===== src/rtl/frame_streamer.sv =====
// frame_streamer: frame-buffer reader and pixel-stream source.
// On a start pulse it reads one FRAME_WIDTH x FRAME_HEIGHT frame in raster
// order from a synchronous-read RAM. It emits the frame on the pixel-stream
// interface, with HBLANK idle cycles between lines.
//
// Ports:
//   clk, rst_n      clock, asynchronous active-low reset
//   start           one-cycle request to stream a frame (ignored while busy)
//   abort           synchronous abort of the frame in progress
//   busy            frame in progress (start accepted .. eof pixel inclusive)
//   done            one-cycle pulse in the cycle after the eof pixel
//   mem_rd_en       RAM read strobe
//   mem_rd_addr     RAM read address, raster order
//   mem_rd_data     RAM read data, valid one cycle after mem_rd_en
//   pix_val         pixel valid
//   pix_sof/eof     first / last pixel of the frame
//   pix_sol/eol     first / last pixel of each line
//   pix_data        pixel RGB value (holds while pix_val=0)
module frame_streamer #(
  parameter int unsigned FRAME_WIDTH  = 640,
  parameter int unsigned FRAME_HEIGHT = 480,
  parameter int unsigned PIX_WIDTH    = 24,
  parameter int unsigned HBLANK       = 4,
  parameter int unsigned AW           = $clog2(FRAME_WIDTH * FRAME_HEIGHT)
) (
  input  logic                 clk,
  input  logic                 rst_n,
  input  logic                 start,
  input  logic                 abort,
  output logic                 busy,
  output logic                 done,
  output logic                 mem_rd_en,
  output logic [AW-1:0]        mem_rd_addr,
  input  logic [PIX_WIDTH-1:0] mem_rd_data,
  output logic                 pix_val,
  output logic                 pix_sof,
  output logic                 pix_eof,
  output logic                 pix_sol,
  output logic                 pix_eol,
  output logic [PIX_WIDTH-1:0] pix_data
);

  localparam int unsigned XW = (FRAME_WIDTH > 2) ? $clog2(FRAME_WIDTH) : 1;
  localparam int unsigned YW = (FRAME_HEIGHT > 2) ? $clog2(FRAME_HEIGHT) : 1;
  localparam int unsigned HW = (HBLANK > 2) ? $clog2(HBLANK) : 1;

  localparam logic [XW-1:0] X_LAST  = XW'(FRAME_WIDTH - 1);
  localparam logic [YW-1:0] Y_LAST  = YW'(FRAME_HEIGHT - 1);
  localparam logic [AW-1:0] A_LAST  = AW'(FRAME_WIDTH * FRAME_HEIGHT - 1);
  localparam logic [HW-1:0] HB_LAST = HW'((HBLANK == 0) ? 0 : HBLANK - 1);

  typedef enum logic [1:0] {
    S_IDLE   = 2'd0,
    S_READ   = 2'd1,
    S_HBLANK = 2'd2,
    S_FLUSH  = 2'd3
  } state_t;

  // Position flags of one pixel, carried alongside the RAM read.
  typedef struct packed {
    logic sof;
    logic sol;
    logic eol;
    logic eof;
  } flags_t;

  state_t          state;
  logic [XW-1:0]   x_cnt;
  logic [YW-1:0]   y_cnt;
  logic [HW-1:0]   hb_cnt;
  logic            flush_cnt;
  logic            s1_val;
  flags_t          s1_flags;
  logic            abort_hit_c;

  // Abort only acts on a frame in progress.
  assign abort_hit_c = abort && (state != S_IDLE);

  // Frame sequencer, read-address generator and two-stage output pipeline.
  always_ff @(posedge clk or negedge rst_n) begin
    if (!rst_n) begin
      state       <= S_IDLE;
      x_cnt       <= '0;
      y_cnt       <= '0;
      hb_cnt      <= '0;
      flush_cnt   <= 1'b0;
      busy        <= 1'b0;
      done        <= 1'b0;
      mem_rd_en   <= 1'b0;
      mem_rd_addr <= '0;
      s1_val      <= 1'b0;
      s1_flags    <= '0;
      pix_val     <= 1'b0;
      pix_sof     <= 1'b0;
      pix_eof     <= 1'b0;
      pix_sol     <= 1'b0;
      pix_eol     <= 1'b0;
      pix_data    <= '0;
    end else if (abort_hit_c) begin
      // Drop everything in flight; pix_data keeps the last shown pixel.
      state       <= S_IDLE;
      x_cnt       <= '0;
      y_cnt       <= '0;
      hb_cnt      <= '0;
      flush_cnt   <= 1'b0;
      busy        <= 1'b0;
      done        <= 1'b0;
      mem_rd_en   <= 1'b0;
      mem_rd_addr <= '0;
      s1_val      <= 1'b0;
      s1_flags    <= '0;
      pix_val     <= 1'b0;
      pix_sof     <= 1'b0;
      pix_eof     <= 1'b0;
      pix_sol     <= 1'b0;
      pix_eol     <= 1'b0;
    end else begin
      done     <= 1'b0;
      s1_val   <= 1'b0;
      s1_flags <= '0;

      // Output stage: stage-1 flags meet the RAM data here.
      pix_val <= s1_val;
      pix_sof <= s1_flags.sof;
      pix_eof <= s1_flags.eof;
      pix_sol <= s1_flags.sol;
      pix_eol <= s1_flags.eol;
      if (s1_val) begin
        pix_data <= mem_rd_data;
      end

      case (state)
        S_IDLE: begin
          if (start && !abort) begin
            state     <= S_READ;
            busy      <= 1'b1;
            mem_rd_en <= 1'b1;
          end
        end

        S_READ: begin
          s1_val       <= 1'b1;
          s1_flags.sof <= (x_cnt == '0) && (y_cnt == '0);
          s1_flags.sol <= (x_cnt == '0);
          s1_flags.eol <= (x_cnt == X_LAST);
          s1_flags.eof <= (x_cnt == X_LAST) && (y_cnt == Y_LAST);

          // Address wraps to 0 after the last pixel of the frame.
          mem_rd_addr <= (mem_rd_addr == A_LAST) ? '0 : mem_rd_addr + 1'b1;

          if (x_cnt == X_LAST) begin
            x_cnt <= '0;
            if (y_cnt == Y_LAST) begin
              y_cnt     <= '0;
              state     <= S_FLUSH;
              flush_cnt <= 1'b0;
              mem_rd_en <= 1'b0;
            end else begin
              y_cnt <= y_cnt + 1'b1;
              if (HBLANK != 0) begin
                state     <= S_HBLANK;
                hb_cnt    <= '0;
                mem_rd_en <= 1'b0;
              end
            end
          end else begin
            x_cnt <= x_cnt + 1'b1;
          end
        end

        S_HBLANK: begin
          if (hb_cnt == HB_LAST) begin
            state     <= S_READ;
            mem_rd_en <= 1'b1;
          end else begin
            hb_cnt <= hb_cnt + 1'b1;
          end
        end

        S_FLUSH: begin
          // Two cycles: last pixel moves through both pipeline stages.
          if (flush_cnt) begin
            state <= S_IDLE;
            busy  <= 1'b0;
            done  <= 1'b1;
          end else begin
            flush_cnt <= 1'b1;
          end
        end

        default: begin
          state <= S_IDLE;
        end
      endcase
    end
  end

endmodule


===== config.mk =====
export PLATFORM = sky130hd
export DESIGN_NAME = frame_streamer
export DESIGN_NICKNAME = d
export VERILOG_FILES = /design/src/rtl/frame_streamer.sv
export SDC_FILE = /design/constraint.sdc
export NUM_CORES = 1
export LEC_CHECK = 0
export ABC_AREA = 1
export CAP_MARGIN = 30
export CORE_ASPECT_RATIO = 1.5
export CORE_UTILIZATION = 55
export DETAILED_ROUTE_END_ITERATION = 16
export GPL_ROUTABILITY_DRIVEN = 0
export PLACE_DENSITY_LB_ADDON = 0.15
export SYNTH_ARGS = -nofsm -noshare
export SYNTH_HDL_FRONTEND = slang
export SYNTH_SLANG_ARGS = --single-unit

===== constraint.sdc =====
create_clock -name clk -period 4.29 [get_ports clk]
set_input_delay 0.858 -clock clk [delete_from_list [all_inputs] [get_ports clk]]
set_output_delay 0.858 -clock clk [all_outputs]
set_load 0.005 [all_outputs]

==> impl_metrics.ini, run 1 <==
[outcome]
status = completed

[detailed_routing]
drt_iter0_markers = 187
vias = 3616
wl_per_cell_um = 12.67
drt-pass1-iter-count = 4
drc_errors = 0
drt_wl_total_mm = 8.955
via_per_inst = 5.115
final_antenna_net_count = 0

[clock_network]
cts-buffers-inserted = 9
cts-hold-fix-buffers = 0
cts_tree = yes
htreeDepth = 3
ctsLongestPathBuffers = 2
clock_latency_ps = 360
cts_root_buffer = clkbuf_8
cts_setup_buffers = 0
clk_pin_slew_ps = 80
cts.sinks = 80
cts_resized = 0

[sta]
finalCriticalPeriod_ps = 2557
grt_setup_unrepaired = no
post-route-period-util = 0.5961
fin_skew_ps = 5.770
worst_slew_pin_slew_ps = 459.1
finalSetupTns_ps = 0
fmax_mhz = 391.1
slew-limit-headroom = 0.6929
maxSlewViolCount = 0
setup_viol = 0
hold_viol_final = 0

[setup_path]
r2r_slack_ps = 2390
worst-path-buf-inv = 2
critPathLaunch = abort
cp_common_cell = nand2_1
worstSetupEndpointType = register
path_cells = clkdlybuf4s50_1, nand2_1, nand2_2, inv_2, nor2_1, nand2_1, o21ai_1, nand2_1, nor2_1
required_ps = 4580
critical-path-top-delay-family = simple AND/OR/NAND/NOR gates
path_depth = 9
cp_max_fo = 23
slowest_stage = clkdlybuf4s50_1
endpoint = x_cnt[7]
startpoint_type = input pin
r2r_end = x_cnt[7]
worst-setup-path-type = in -> reg
r2r_cells = 9
max_stage_delay_ps = 660
r2r_start = state[1]
critPathArrivalTime_ps = 2850

[power]
p_per_area_mw_per_mm2 = 512.4
ir_drop_v = 0.0003634
p_leak_nw = 2.471

[global_route]
grt_pass1_wl_mm = 14.86
grt_usage = 0.2477
grt_max_degree = 81
first_global_vias = 3439
antenna_found_initial = 0
grt-ovfl-total = 0

[synthesis]
postSynthAreaPerCell_sq_um = 7.742
synth.distinct_cells = 30
seq_area_frac_synth = 0.4944
synth_fp_nets = 557
syn_area_sq_mm = 0.004049
synth_warnings = 0
synth_seq_cells = 80
synthCells = 523

[cells_and_area]
areaGrowthSynthToFinish_pct = 25.87
fin_area_sq_mm = 0.005096
num_antenna_cells = 0
nets = 636
fillers = 590
layout-drive-gt1-share = 0.06919

[flow_run]
drv_cap = 0

[floorplan]
design.die.area_sq_mm = 0.007716
fp.dieW_um = 72.06
die_h_um = 107.1
pin_count = 79
core_sq_mm = 0.007179
initial_utilization = 0.5640
num_rows = 38

[placed_design]
io_buffer_count = 78
dpl-instance-area_sq_mm = 0.004870
dpl.hpwl_mm = 6.280

[hold_path]
hp-class = in -> async
-- stage by stage --
stage | utilization | setup slack [ps] | hold WS [ps] | total power, mW | std cells
after floorplan | - | 2488 | 445.9 | 1.647 | 523
after global placement | 0.6783 | 1473 | 453.5 | 2.037 | 690
after detailed placement | 0.6783 | 1367 | 462.4 | 2.062 | 690
after CTS | 0.7060 | 1758 | 473.7 | 2.625 | 706
after global routing | 0.7098 | 1531 | 440.3 | 2.808 | 707
final | 0.7098 | 1733 | 421.7 | 2.611 | 707
-- worst register-to-register path: cells and delay by family (launching register included) --
kind	cells	cell delay (ps)
simple gates	6	930
flops	1	450
buf+inv	2	330
compound gates	1	130
-- kinds of logic after synthesis --
| logic type | Yosys count | share of synthesized area |
|---|---|---|
| buffers and inverters | 73 | 0.07849 |
| adders and majority gates | 6 | 0.01854 |
| DFF | 80 | 0.4944 |
| xor gates and xnor gates | 8 | 0.01731 |
| and+or+nand+nor | 318 | 0.3402 |
| AOI/OAI and AO/OA | 38 | 0.05099 |
-- layout by cell type (no fill, tap or decap), types with 2 or more instances in the layout --
cell / count
a21oi_1: 9
clkbuf_1: 2
clkbuf_8: 11
clkdlybuf4s50_1: 77
clkinv_2: 2
dfrtp_1: 80
ha_1: 6
inv_1: 53
inv_2: 8
nand2_1: 180
nand2_2: 5
nand2_4: 4
nand3_1: 31
nand3b_1: 3
nand4_1: 16
nor2_1: 58
nor2_2: 3
nor2_4: 2
nor3_1: 11
nor3b_1: 2
o21ai_0: 12
o21ai_1: 12
o21ai_2: 3
xor2_1: 7
-- Yosys cell counts, drive strengths merged --
| library cell | n | area [sq um] |
|---|---|---|
| o21ai | 27 | 146.4 |
| o22ai | 1 | 6.260 |
| nand3 | 31 | 155.2 |
| buf | 11 | 82.57 |
| nor2 | 63 | 259.0 |
| inv | 62 | 235.2 |
| nor3 | 11 | 55.05 |
| dfrtp | 80 | 2002 |
| a21oi | 9 | 45.04 |
| xor2 | 7 | 61.31 |
| xnor2 | 1 | 8.760 |
| o2111ai | 1 | 8.760 |
| nor4 | 1 | 6.260 |
| nand3b | 3 | 22.52 |
| ha | 6 | 75.07 |
| nand2 | 189 | 752.0 |
| and3 | 1 | 6.260 |
| nand4 | 16 | 100.1 |
| nor3b | 2 | 15.01 |
| or2 | 1 | 6.260 |
-- sequential cells by signal (all words and copies together) (netlist names), 2 cells and up --
register,count
pix_data,24
mem_rd_addr,19
x_cnt,10
y_cnt,9
s1_flags,4
hb_cnt,2
state,2
-- power by group --
part | internal, mW | switching [mW]
Sequential | 0.944 | 0.137
Combinational | 0.437 | 0.537
Clock | 0.299 | 0.257
-- how the worst min path moves through the flow --
stage | slack [ps] | from | endpoint | cells past startpoint
after global placement | 450 | s1_flags[2] | pix_sol | 2
after floorplan | 450 | hb_cnt[1] | hb_cnt[1] | 2
final | 420 | rst_n | y_cnt[5] | 1
after detailed placement | 460 | s1_flags[0] | pix_eof | 2
after global routing | 440 | rst_n | pix_data[6] | 1
after CTS | 470 | s1_flags[2] | pix_sol | 2
-- routing by layer --
| metal | part of all wire | vias to the layer above | track usage |
|---|---|---|---|
| met5 | 0 | - | 0 |
| met4 | 0.020 | 0 | 0.1050 |
| met3 | 0.055 | 12 | 0.05827 |
| met2 | 0.49 | 130 | 0.4218 |
| met1 | 0.43 | 1671 | 0.2971 |
| li1 | - | 1803 | - |
-- layout make-up --
type,count,area (sq um),area share
clock buffers,13,158.9,0.03118
clock inverters,3,40.04,0.007857
inverters,62,235.2,0.04616
multi-input cells,370,1729,0.3393
flip-flops and latches,80,2002,0.3928
well taps,100,125.1,0.02455
repair buffers,79,805.8,0.1581
Note: power is estimated with default switching activity, not from simulation.
==> inputs of run 2 (changes only) <==
Settings changed: CORE_UTILIZATION 55 to 47.
Clock period 4.29 ns to 2.1 ns, I/O delays scaled along.
==> impl_metrics.ini, run 2 (synthesis results as in run 1) <==
[outcome]
status = completed

[clock_network]
ctsLongestPathBuffers = 2
cts_root_buffer = clkbuf_16
clk_pin_slew_ps = 60
cts_setup_buffers = 0
cts-hold-fix-buffers = 1
clock_latency_ps = 340
cts_resized = 0
htreeDepth = 3
cts_tree = yes
cts.sinks = 80
cts-buffers-inserted = 9

[setup_path]
r2r_end = mem_rd_addr[13]
startpoint_type = register
max_stage_delay_ps = 560
critical-path-top-delay-family = buffers and inverters
path_cells = clkdlybuf4s50_1
endpoint = mem_rd_addr[6]
critPathLaunch = mem_rd_addr[6]
required_ps = 1680
critPathArrivalTime_ps = 1410
worstSetupEndpointType = primary output
cp_max_fo = 8
r2r_cells = 10
r2r_start = mem_rd_addr[0]
worst-setup-path-type = reg -> out
r2r_slack_ps = 290
path_depth = 1
slowest_stage = clkdlybuf4s50_1
worst-path-buf-inv = 1

[floorplan]
die_h_um = 115.7
design.die.area_sq_mm = 0.008998
fp.dieW_um = 77.79
pin_count = 79
initial_utilization = 0.4842
num_rows = 41
core_sq_mm = 0.008362

[cells_and_area]
fin_area_sq_mm = 0.005246
fillers = 733
largest_reg_flops = 24
reg.largest.list = pix_data (24), mem_rd_addr (19), x_cnt (10)
regMostFlops = pix_data
layout-drive-gt1-share = 0.08590
layout_common_cells = nand2_1, dfrtp_1, clkdlybuf4s50_1
layout.core_utilization = 0.6274
num_antenna_cells = 0
mostFrequentLayoutCell = nand2_1
areaGrowthSynthToFinish_pct = 29.57
nets = 647

[sta]
hold_viol_final = 0
maxSlewViolCount = 0
finalCriticalPeriod_ps = 1826
finalSetupTns_ps = 0
worst_slew_pin_slew_ps = 408.1
post-route-period-util = 0.8693
fin_skew_ps = 9.305
setup_viol = 0
slew-limit-headroom = 0.7275
whs_ps = 468.9
fmax_mhz = 547.8
grt_setup_unrepaired = no

[power]
p_per_area_mw_per_mm2 = 1102
p_comb_frac = 0.375
ir_drop_v = 0.0005724
p_switching_mw = 2.068
p_sw_frac = 0.3576
pwr-share-clk = 0.243
power_mw = 5.781
p_leak_nw = 2.540
intPower_mw = 3.714
p_seq_frac = 0.382

[placed_design]
io_buffer_count = 78
dpl.hpwl_mm = 7.385
dpl-instance-area_sq_mm = 0.004974

[detailed_routing]
final_antenna_net_count = 0
drt_wl_total_mm = 10.04
drt-pass1-iter-count = 4
via_per_inst = 5.113
drc_errors = 0
drt_iter0_markers = 169
wl_per_cell_um = 13.87
vias = 3702

[global_route]
grt_usage = 0.2422
grt_pass1_wl_mm = 16.74
first_global_vias = 3633
grt_max_degree = 33
grt-ovfl-total = 0
antenna_found_initial = 0

[hold_path]
hp-class = reg -> reg

[flow_run]
drv_cap = 0
## run 2: changes by cell type in the layout (fill, tap and decap cells not counted), sizes merged
| cell | change |
|---|---|
| dlygate4sd3 | +1 |
| clkbuf | -4 |
| clkinvlp | +3 |
| buf | +10 |
| bufinv | -1 |
| clkinv | +1 |
## run 2: layer usage
metal,up-vias,track usage,wire length [um]
li1,1829,-,-
met1,1745,0.2696,4011
met2,102,0.4437,5329
met3,26,0.04173,419
met4,0,0.1208,281
met5,-,0,0
## run 2: area by class of cell
type	count	area, sq um	share of cell area
clock buffers	9	225.2	0.04293
clock inverters	6	37.54	0.007155
inverters	62	235.2	0.04484
multi-input cells	370	1729	0.3296
flip-flops and latches	80	2002	0.3816
well taps	107	133.9	0.02552
repair buffers	90	883.3	0.1684
## run 2: worst min-delay path: stages (launching register included)
cell	delay, ps
dfrtp_1	350
inv_1	50
nor2_1	30
## run 2: power by group through the flow
| stage | logic (mW) | registers, mW | clock network [mW] |
|---|---|---|---|
| after floorplan | 1.14 | 2.22 | 0 |
| after global placement | 2.12 | 2.22 | 0 |
| after detailed placement | 2.17 | 2.23 | 0 |
| after CTS | 2.19 | 2.21 | 1.42 |
| after global routing | 2.42 | 2.27 | 1.50 |
| final | 2.17 | 2.21 | 1.41 |
## run 2: worst min path at each step
stage	to	slack, ps	cells past startpoint	startpoint
global placement	pix_data[6]	350	1	rst_n
finish	pix_eol	470	2	s1_flags[1]
CTS	pix_sof	470	2	s1_flags[3]
global route	pix_sof	480	2	s1_flags[3]
detailed placement	pix_data[4]	350	1	rst_n
floorplan	busy	120	0	rst_n
## run 2: per-stage QoR
step / std cells / setup slack, ps
final: 724 / 274.5
after global routing: 724 / 74.77
after CTS: 724 / 264.9
after detailed placement: 708 / -0.6739
after floorplan: 523 / 655.0
after global placement: 708 / 80.33
